`config.mk`:
```
export PLATFORM = sky130hd
export DESIGN_NAME = ifu_fetch_queue_flat
export DESIGN_NICKNAME = d
export VERILOG_FILES = /design/src/rtl/ifu_pkg.sv /design/src/rtl/ifu_fetch_queue_if.sv /design/src/rtl/ifu_sync_fifo.sv /design/src/rtl/ifu_fetch_queue.sv /design/src/flat_wrapper.sv
export SDC_FILE = /design/constraint.sdc
export NUM_CORES = 1
export LEC_CHECK = 0
export BUFFER_PORTS_ARGS = -buffer_cell sky130_fd_sc_hd__buf_2
export CAP_MARGIN = 5
export CORE_UTILIZATION = 45
export CTS_CLUSTER_SIZE = 10
export DETAILED_ROUTE_END_ITERATION = 10
export PLACE_DENSITY = 0.71
export SETUP_SLACK_MARGIN = 0.15
export SYNTH_ARGS = -nofsm -noshare
export SYNTH_HDL_FRONTEND = slang
export SYNTH_SLANG_ARGS = --single-unit
```
`constraint.sdc`:
```
create_clock -name clk -period 2.4 [get_ports clk]
set_input_delay 0.48 -clock clk [delete_from_list [all_inputs] [get_ports clk]]
set_output_delay 0.48 -clock clk [all_outputs]
set_load 0.005 [all_outputs]
```
`src/rtl/ifu_pkg.sv`:
```
// Shared types for the instruction fetch unit.
//   fetch_state_e : fetch FSM states
//   fq_entry_t    : one fetch-queue entry {inst, pc}
package ifu_pkg;

    localparam int unsigned INST_WIDTH = 32;
    localparam int unsigned PC_WIDTH   = 32;

    typedef enum logic [1:0] {
        S_IDLE = 2'd0,
        S_RUN  = 2'd1,
        S_HALT = 2'd2
    } fetch_state_e;

    typedef struct packed {
        logic [INST_WIDTH-1:0] inst;
        logic [PC_WIDTH-1:0]   pc;
    } fq_entry_t;

endpackage

```
`src/rtl/ifu_fetch_queue_if.sv`:
```
// Fetch queue bus: imem request/response channel plus decode-side queue head.
//   master : the fetch queue (drives requests and the queue head)
//   slave  : the environment (memory + decode)
interface ifu_fetch_queue_if #(
    parameter int unsigned FIFO_DEPTH = 4
);
    logic                      imem_req_valid;
    logic                      imem_req_ready;
    logic [31:0]               imem_req_addr;
    logic                      imem_resp_valid;
    logic [31:0]               imem_resp_data;
    logic                      fq_valid;
    logic                      fq_ready;
    logic [31:0]               fq_inst;
    logic [31:0]               fq_pc;
    logic [$clog2(FIFO_DEPTH):0] fq_count;

    modport master (
        output imem_req_valid, imem_req_addr, fq_valid, fq_inst, fq_pc, fq_count,
        input  imem_req_ready, imem_resp_valid, imem_resp_data, fq_ready
    );

    modport slave (
        input  imem_req_valid, imem_req_addr, fq_valid, fq_inst, fq_pc, fq_count,
        output imem_req_ready, imem_resp_valid, imem_resp_data, fq_ready
    );
endinterface

```
`src/rtl/ifu_sync_fifo.sv`:
```
// Synchronous FIFO with flush and occupancy count; storage is reset so the
// head reads as zero when empty after reset.
//   i_flush : drop all entries (wins over push/pop)
//   i_push/i_data, i_pop : write / consume head
//   o_data  : head entry, o_empty, o_count : occupancy
module ifu_sync_fifo #(
    parameter int unsigned WIDTH = 32,
    parameter int unsigned DEPTH = 4
) (
    input  logic                     clk,
    input  logic                     rst_n,
    input  logic                     i_flush,
    input  logic                     i_push,
    input  logic [WIDTH-1:0]         i_data,
    input  logic                     i_pop,
    output logic [WIDTH-1:0]         o_data,
    output logic                     o_empty,
    output logic [$clog2(DEPTH):0]   o_count
);
    localparam int unsigned AW = $clog2(DEPTH);
    localparam int unsigned CW = AW + 1;

    logic [WIDTH-1:0] r_mem [DEPTH];
    logic [AW-1:0]    r_wp;
    logic [AW-1:0]    r_rp;
    logic [CW-1:0]    r_cnt;

    // Pointer, count and storage update
    always_ff @(posedge clk or negedge rst_n) begin
        if (!rst_n) begin
            r_wp  <= '0;
            r_rp  <= '0;
            r_cnt <= '0;
            for (int i = 0; i < int'(DEPTH); i++) r_mem[i] <= '0;
        end else if (i_flush) begin
            r_wp  <= '0;
            r_rp  <= '0;
            r_cnt <= '0;
        end else begin
            if (i_push) begin
                r_mem[r_wp] <= i_data;
                r_wp        <= r_wp + AW'(1);
            end
            if (i_pop) r_rp <= r_rp + AW'(1);
            r_cnt <= r_cnt + CW'(i_push) - CW'(i_pop);
        end
    end

    assign o_data  = r_mem[r_rp];
    assign o_empty = (r_cnt == '0);
    assign o_count = r_cnt;

    // Callers guarantee credit; overflow/underflow would be a design bug
    always @(posedge clk) begin
        if (rst_n && !i_flush) begin
            assert (!(i_push && (r_cnt == CW'(DEPTH)) && !i_pop));
            assert (!(i_pop && (r_cnt == '0)));
        end
    end
endmodule

```
`src/rtl/ifu_fetch_queue.sv`:
```
// Fetch queue: sequential PC generation, credit-limited in-order imem
// requests, response buffering and redirect flush with stale-response drop.
//   clk, rst_n               : clock, async active-low reset
//   fetch_en                 : allow new requests
//   redirect_valid/_pc       : flush and restart fetch
//   bus (master)             : imem request/response and decode queue head
module ifu_fetch_queue
    import ifu_pkg::*;
#(
    parameter logic [31:0] RESET_PC     = 32'h1c00_0000,
    parameter int unsigned FIFO_DEPTH   = 4,
    parameter int unsigned MAX_OUTSTAND = 4
) (
    input  logic                clk,
    input  logic                rst_n,
    input  logic                fetch_en,
    input  logic                redirect_valid,
    input  logic [PC_WIDTH-1:0] redirect_pc,
    ifu_fetch_queue_if.master   bus
);
    localparam int unsigned CNT_W = $clog2(FIFO_DEPTH) + 1;
    localparam int unsigned OST_W = $clog2(MAX_OUTSTAND) + 1;
    localparam int unsigned SUM_W = ((CNT_W > OST_W) ? CNT_W : OST_W) + 1;

    fetch_state_e        r_state;
    fetch_state_e        w_state_next;
    logic                w_run;
    logic [PC_WIDTH-1:0] r_pc;
    logic [OST_W-1:0]    r_outstand;
    logic [OST_W-1:0]    r_drop;
    logic [OST_W-1:0]    w_outstand_next;
    logic [OST_W-1:0]    w_drop_next;
    logic                w_req_valid;
    logic                w_accept;
    logic                w_resp;
    logic                w_dropping;
    logic                w_push;
    logic                w_pop;
    logic                w_fq_empty;
    logic [CNT_W-1:0]    w_fq_count;
    logic [PC_WIDTH-1:0] w_tag_pc;
    logic                w_tag_empty;
    logic [OST_W-1:0]    w_tag_count;
    fq_entry_t           w_push_entry;
    fq_entry_t           w_head;

    // FSM state register
    always_ff @(posedge clk or negedge rst_n) begin
        if (!rst_n) r_state <= S_IDLE;
        else        r_state <= w_state_next;
    end

    // FSM next state; redirects never change state
    always_comb begin
        w_state_next = r_state;
        case (r_state)
            S_IDLE:  if (fetch_en)  w_state_next = S_RUN;
            S_RUN:   if (!fetch_en) w_state_next = S_HALT;
            S_HALT:  if (fetch_en)  w_state_next = S_RUN;
            default: w_state_next = S_IDLE;
        endcase
    end

    // FSM outputs
    always_comb begin
        w_run = 1'b0;
        if (r_state == S_RUN) w_run = 1'b1;
    end

    // Credit: every in-flight request already owns a queue slot
    assign w_req_valid = w_run && !redirect_valid
                      && ((SUM_W'(r_outstand) + SUM_W'(w_fq_count)) < SUM_W'(FIFO_DEPTH))
                      && (r_outstand < OST_W'(MAX_OUTSTAND));
    assign w_accept        = w_req_valid && bus.imem_req_ready;
    assign w_resp          = bus.imem_resp_valid;
    assign w_dropping      = (r_drop != '0);
    assign w_outstand_next = r_outstand + OST_W'(w_accept) - OST_W'(w_resp);
    assign w_push          = w_resp && !w_dropping && !redirect_valid;
    assign w_pop           = !w_fq_empty && bus.fq_ready;
    assign w_push_entry    = '{inst: bus.imem_resp_data, pc: w_tag_pc};

    // On redirect everything still in flight (after this cycle) is stale
    always_comb begin
        w_drop_next = r_drop;
        if (redirect_valid)            w_drop_next = w_outstand_next;
        else if (w_resp && w_dropping) w_drop_next = r_drop - OST_W'(1);
    end

    // PC, in-flight and drop counters
    always_ff @(posedge clk or negedge rst_n) begin
        if (!rst_n) begin
            r_pc       <= RESET_PC;
            r_outstand <= '0;
            r_drop     <= '0;
        end else begin
            r_outstand <= w_outstand_next;
            r_drop     <= w_drop_next;
            if (redirect_valid) r_pc <= {redirect_pc[PC_WIDTH-1:2], 2'b00};
            else if (w_accept)  r_pc <= r_pc + 32'd4;
        end
    end

    // PC tags of in-flight requests; never flushed, every response pops one
    ifu_sync_fifo #(.WIDTH(PC_WIDTH), .DEPTH(MAX_OUTSTAND)) u_tag_fifo (
        .clk     (clk),
        .rst_n   (rst_n),
        .i_flush (1'b0),
        .i_push  (w_accept),
        .i_data  (r_pc),
        .i_pop   (w_resp),
        .o_data  (w_tag_pc),
        .o_empty (w_tag_empty),
        .o_count (w_tag_count)
    );

    // Instruction queue toward decode
    ifu_sync_fifo #(.WIDTH($bits(fq_entry_t)), .DEPTH(FIFO_DEPTH)) u_inst_fifo (
        .clk     (clk),
        .rst_n   (rst_n),
        .i_flush (redirect_valid),
        .i_push  (w_push),
        .i_data  (w_push_entry),
        .i_pop   (w_pop),
        .o_data  (w_head),
        .o_empty (w_fq_empty),
        .o_count (w_fq_count)
    );

    assign bus.imem_req_valid = w_req_valid;
    assign bus.imem_req_addr  = r_pc;
    assign bus.fq_valid       = !w_fq_empty;
    assign bus.fq_inst        = w_head.inst;
    assign bus.fq_pc          = w_head.pc;
    assign bus.fq_count       = w_fq_count;

    // Tag queue must track the in-flight counter exactly
    always @(posedge clk) begin
        if (rst_n) begin
            assert (!(w_resp && w_tag_empty));
            assert (w_tag_count == r_outstand);
        end
    end
endmodule
```
`src/flat_wrapper.sv`:
```
// flat-port wrapper written by rule: the top's interface ports become plain ports
module ifu_fetch_queue_flat import ifu_pkg::*;
#(
    parameter logic [31:0] RESET_PC     = 32'h1c00_0000,
    parameter int unsigned FIFO_DEPTH   = 4,
    parameter int unsigned MAX_OUTSTAND = 4
)
  (clk, rst_n, fetch_en, redirect_valid, redirect_pc, bus_imem_req_valid, bus_imem_req_addr, bus_fq_valid, bus_fq_inst, bus_fq_pc, bus_fq_count, bus_imem_req_ready, bus_imem_resp_valid, bus_imem_resp_data, bus_fq_ready);
  ifu_fetch_queue_if #(.FIFO_DEPTH(FIFO_DEPTH)) bus_i ();
  input  logic clk;
  input  logic rst_n;
  input  logic fetch_en;
  input  logic redirect_valid;
  input  logic [PC_WIDTH-1:0] redirect_pc;
  output wire logic [$bits(bus_i.imem_req_valid)-1:0] bus_imem_req_valid;
  output wire logic [$bits(bus_i.imem_req_addr)-1:0] bus_imem_req_addr;
  output wire logic [$bits(bus_i.fq_valid)-1:0] bus_fq_valid;
  output wire logic [$bits(bus_i.fq_inst)-1:0] bus_fq_inst;
  output wire logic [$bits(bus_i.fq_pc)-1:0] bus_fq_pc;
  output wire logic [$bits(bus_i.fq_count)-1:0] bus_fq_count;
  input wire logic [$bits(bus_i.imem_req_ready)-1:0] bus_imem_req_ready;
  input wire logic [$bits(bus_i.imem_resp_valid)-1:0] bus_imem_resp_valid;
  input wire logic [$bits(bus_i.imem_resp_data)-1:0] bus_imem_resp_data;
  input wire logic [$bits(bus_i.fq_ready)-1:0] bus_fq_ready;
  assign bus_imem_req_valid = bus_i.imem_req_valid;
  assign bus_imem_req_addr = bus_i.imem_req_addr;
  assign bus_fq_valid = bus_i.fq_valid;
  assign bus_fq_inst = bus_i.fq_inst;
  assign bus_fq_pc = bus_i.fq_pc;
  assign bus_fq_count = bus_i.fq_count;
  assign bus_i.imem_req_ready = bus_imem_req_ready;
  assign bus_i.imem_resp_valid = bus_imem_resp_valid;
  assign bus_i.imem_resp_data = bus_imem_resp_data;
  assign bus_i.fq_ready = bus_fq_ready;
  ifu_fetch_queue #(.RESET_PC(RESET_PC), .FIFO_DEPTH(FIFO_DEPTH), .MAX_OUTSTAND(MAX_OUTSTAND)) u_core (.clk(clk), .rst_n(rst_n), .fetch_en(fetch_en), .redirect_valid(redirect_valid), .redirect_pc(redirect_pc), .bus(bus_i));
endmodule
```
==> run metrics <==
clk_lat worst skew 580 ps; most frequent cells in the layout dfrtp_1 (410), mux2_2 (343), buf_2 (157); Clock Skew roughly 18 ps; CTS sink count roughly 420; area of the multi-input gates between 8000 and 9000 um2; FF-to-FF setup slack -20 ps; Worst Path Max Fanout 5; Hold Path Class input pin to register; Detailed Route Iter0 Violations a little over 700; PortBufs around 170; FF-to-FF Start u_core.r_outstand[2]; vias in the first global route ~12000; Placement Rows 74; gr usage total 0.2146; Clock Tree Buf Depth 3; post-layout min period around 2500 ps; min-delay src fetch_en; Tcrit/Tclk final 1.056; fin nets ~1600; Placeable Area 40830 um2; initial core utilization 0.4566; Core Util, Final 0.5757; most common cell after layout, fill and taps aside dfrtp_1; iteration count of the initial detailed-routing pass 5; initial antenna violation count 3; post-route setup slack -134.6 ps; Hold Vio Cnt, Final 0; first-pass GRT wire length 68660 um; Synth area leaders dfrtp_1 (56%), mux2_2 (21%), mux4_2 (11%); die area about 42000 um2; Post-Syn Instances about 1200; Synth cell types 55; pin count of the biggest net entering global routing 82; WL final 47250 um; Warnings, synthesis 0; Seq cells post-synth about 420; synthesized area 18640 um2; die span in x just over 200 um; crit path kind register to output port; final setup fails 66; placed cell count ~1900; Syn Area/Cell ~15 um2; RSZ-0062 raised after global routing true; failing checks setup timing; # DRC 0; reg2reg end u_core.u_tag_fifo.r_mem[31]; number of flops mapped to enable cells by yosys 0; Final Max Tran Viols 0; fin cells between 2000 and 2500; Hold Path Stages 2; Most used DFF post-synth dfrtp_1; register area 10450 um2; io pins 172; Post-synth ARST share 1.000; part of the Yosys area used for sequential elements 0.5599; Hold EP u_core.r_state[1]; H-tree Lvls 2; fmax between 0.3 and 0.4 GHz; startpoint types register; GRT Residual Overflow 0; status finished, violations left; CP Capture Type output port; layout cells sized above 1 0.5731; Synth top area share 0.5557; Max transition margin 0.4989; crit path DAT slightly above 2000 ps; worst slew pin tran around 750 ps; Inserted Diodes 0; Reg2Reg Depth 11; maximum vdd drop ~630 uV; static leakage roughly 11 nW; fillers just over 3000; Worst-path clk slew approximately 60 ps; Root Driver clkbuf_16; Layout Area Growth over Synthesis 26.09%; Required @ worst endpoint approximately 1900 ps; Total Power Consumption between 20 and 25 mW; DIE HEIGHT just over 200 um; routed via count roughly 12000; Max Cap Viol 0; Placer Congestion 0.7633; CTS buffer count 49; post-route ant nets 0; via/cell ratio 5.680; DR WL/cell 23.21 um; Detail Placement HPWL roughly 27000 um; CTS tree built; Yosys top cell by area dfrtp_1; pwr dens 992.8 nW/um2
## worst max-delay path, stage by stage, from the launching register on
cell and delay (ps):
dfrtp_4 510, buf_12 150, buf_16 150, mux4_2 510, buf_6 160
## area by class of cell
class                           instances  share of cell area
Clock buffer                           71             0.05833
Multi-Input combinational cell        700              0.3450
Inverter                               18            0.002874
Tap cell                              532             0.02831
Clock inverter                          4            0.002076
Timing Repair Buffer                  294              0.1190
Sequential cell                       417              0.4444
## synth_stat cells (13+ instances only)
| cell | number |
|---|---|
| o21ai_0 | 30 |
| nand3_1 | 17 |
| nand2_1 | 61 |
| nor2_1 | 18 |
| mux4_2 | 92 |
| nand4_1 | 16 |
| clkbuf_1 | 40 |
| mux2_1 | 13 |
| dfrtp_1 | 414 |
| buf_2 | 23 |
| inv_1 | 17 |
| ha_1 | 17 |
| mux2_2 | 345 |
## routing by layer
| layer | GRT usage | routed length (um) | vias to the layer above |
|---|---|---|---|
| met3 | 0.04545 | 2961 | 91 |
| met1 | 0.2921 | 20290 | 6087 |
| li1 | - | - | 4995 |
| met2 | 0.3426 | 22690 | 387 |
| met5 | 0 | 22 | - |
| met4 | 0.07063 | 1291 | 4 |
## where the power goes
part	total, mW	internal [mW]	switching [mW]	leakage, nW
registers	9.40	8.56	0.839	5.62
clock network	6.78	4.00	2.78	0.691
logic	7.16	4.07	3.09	5.16
total	23.3	16.6	6.71	11.5
## cell families (layout without fill, tap and decap cells)
logic type               count (synthesis)  count (layout)  synth area share
flip-flops                             417             417            0.5599
AO/OA/AOI/OAI                           62              62           0.02161
AND/OR/NAND/NOR                        138             139           0.03684
buffers and inverters                  102             387           0.02812
adder cells (fa/ha/maj)                 19              19           0.01356
other                                    1               4         0.0002011
multiplexers                           453             453            0.3290
XOR/XNOR                                23              23           0.01080
## through the flow
step	hold slack (ps)	cell area (um2)	TNS, ps	worst slack [ps]
floorplan	184.4	18660	0	151.8
finish	91.77	23510	-5075	-134.6
global placement	456.2	20540	0	150.9
CTS	46.01	22520	-7971	-163.6
global route	74.05	23510	-15980	-187.9
detailed placement	465.3	20540	0	84.10
## registers in the layout, summed over array words and instances, names as in the netlist
signal	flops
u_core.r_state	2
u_core.u_tag_fifo.r_rp	2
u_core.u_inst_fifo.o_count	3
u_core.r_outstand	3
u_core.bus.imem_req_addr	30
u_core.u_inst_fifo.r_mem	248
u_core.u_tag_fifo.r_mem	120
u_core.u_tag_fifo.r_wp	2
u_core.u_inst_fifo.r_wp	2
u_core.r_drop	3
u_core.u_inst_fifo.r_rp	2
## what timing repair did
item | 4_1_cts | 5_1_grt
pin swaps | 12 | 41
gates cloned | 8 | 18
buffers inserted | 14 | 18
endpoints found under the hold margin | 63 | 0
setup endpoints to repair | 100 | 211
resized for setup | 54 | 114
hold buffers | 1 | 0
## how the worst max path moves through the flow
stage	end	startpoint	slack, ps	depth (start not counted)
floorplan	u_core.r_drop[1]	u_core.u_inst_fifo.o_count[2]	150	10
global placement	u_core.u_tag_fifo.r_mem[23]	u_core.u_inst_fifo.o_count[2]	150	8
detailed placement	u_core.u_tag_fifo.r_mem[42]	u_core.u_inst_fifo.o_count[2]	80	8
CTS	bus_fq_pc[31]	u_core.u_inst_fifo.r_rp[0]	-160	4
global route	bus_fq_pc[14]	u_core.u_inst_fifo.r_rp[0]	-190	4
finish	bus_fq_pc[14]	u_core.u_inst_fifo.r_rp[0]	-130	4
No activity file was read; power rests on OpenSTA's default activity.
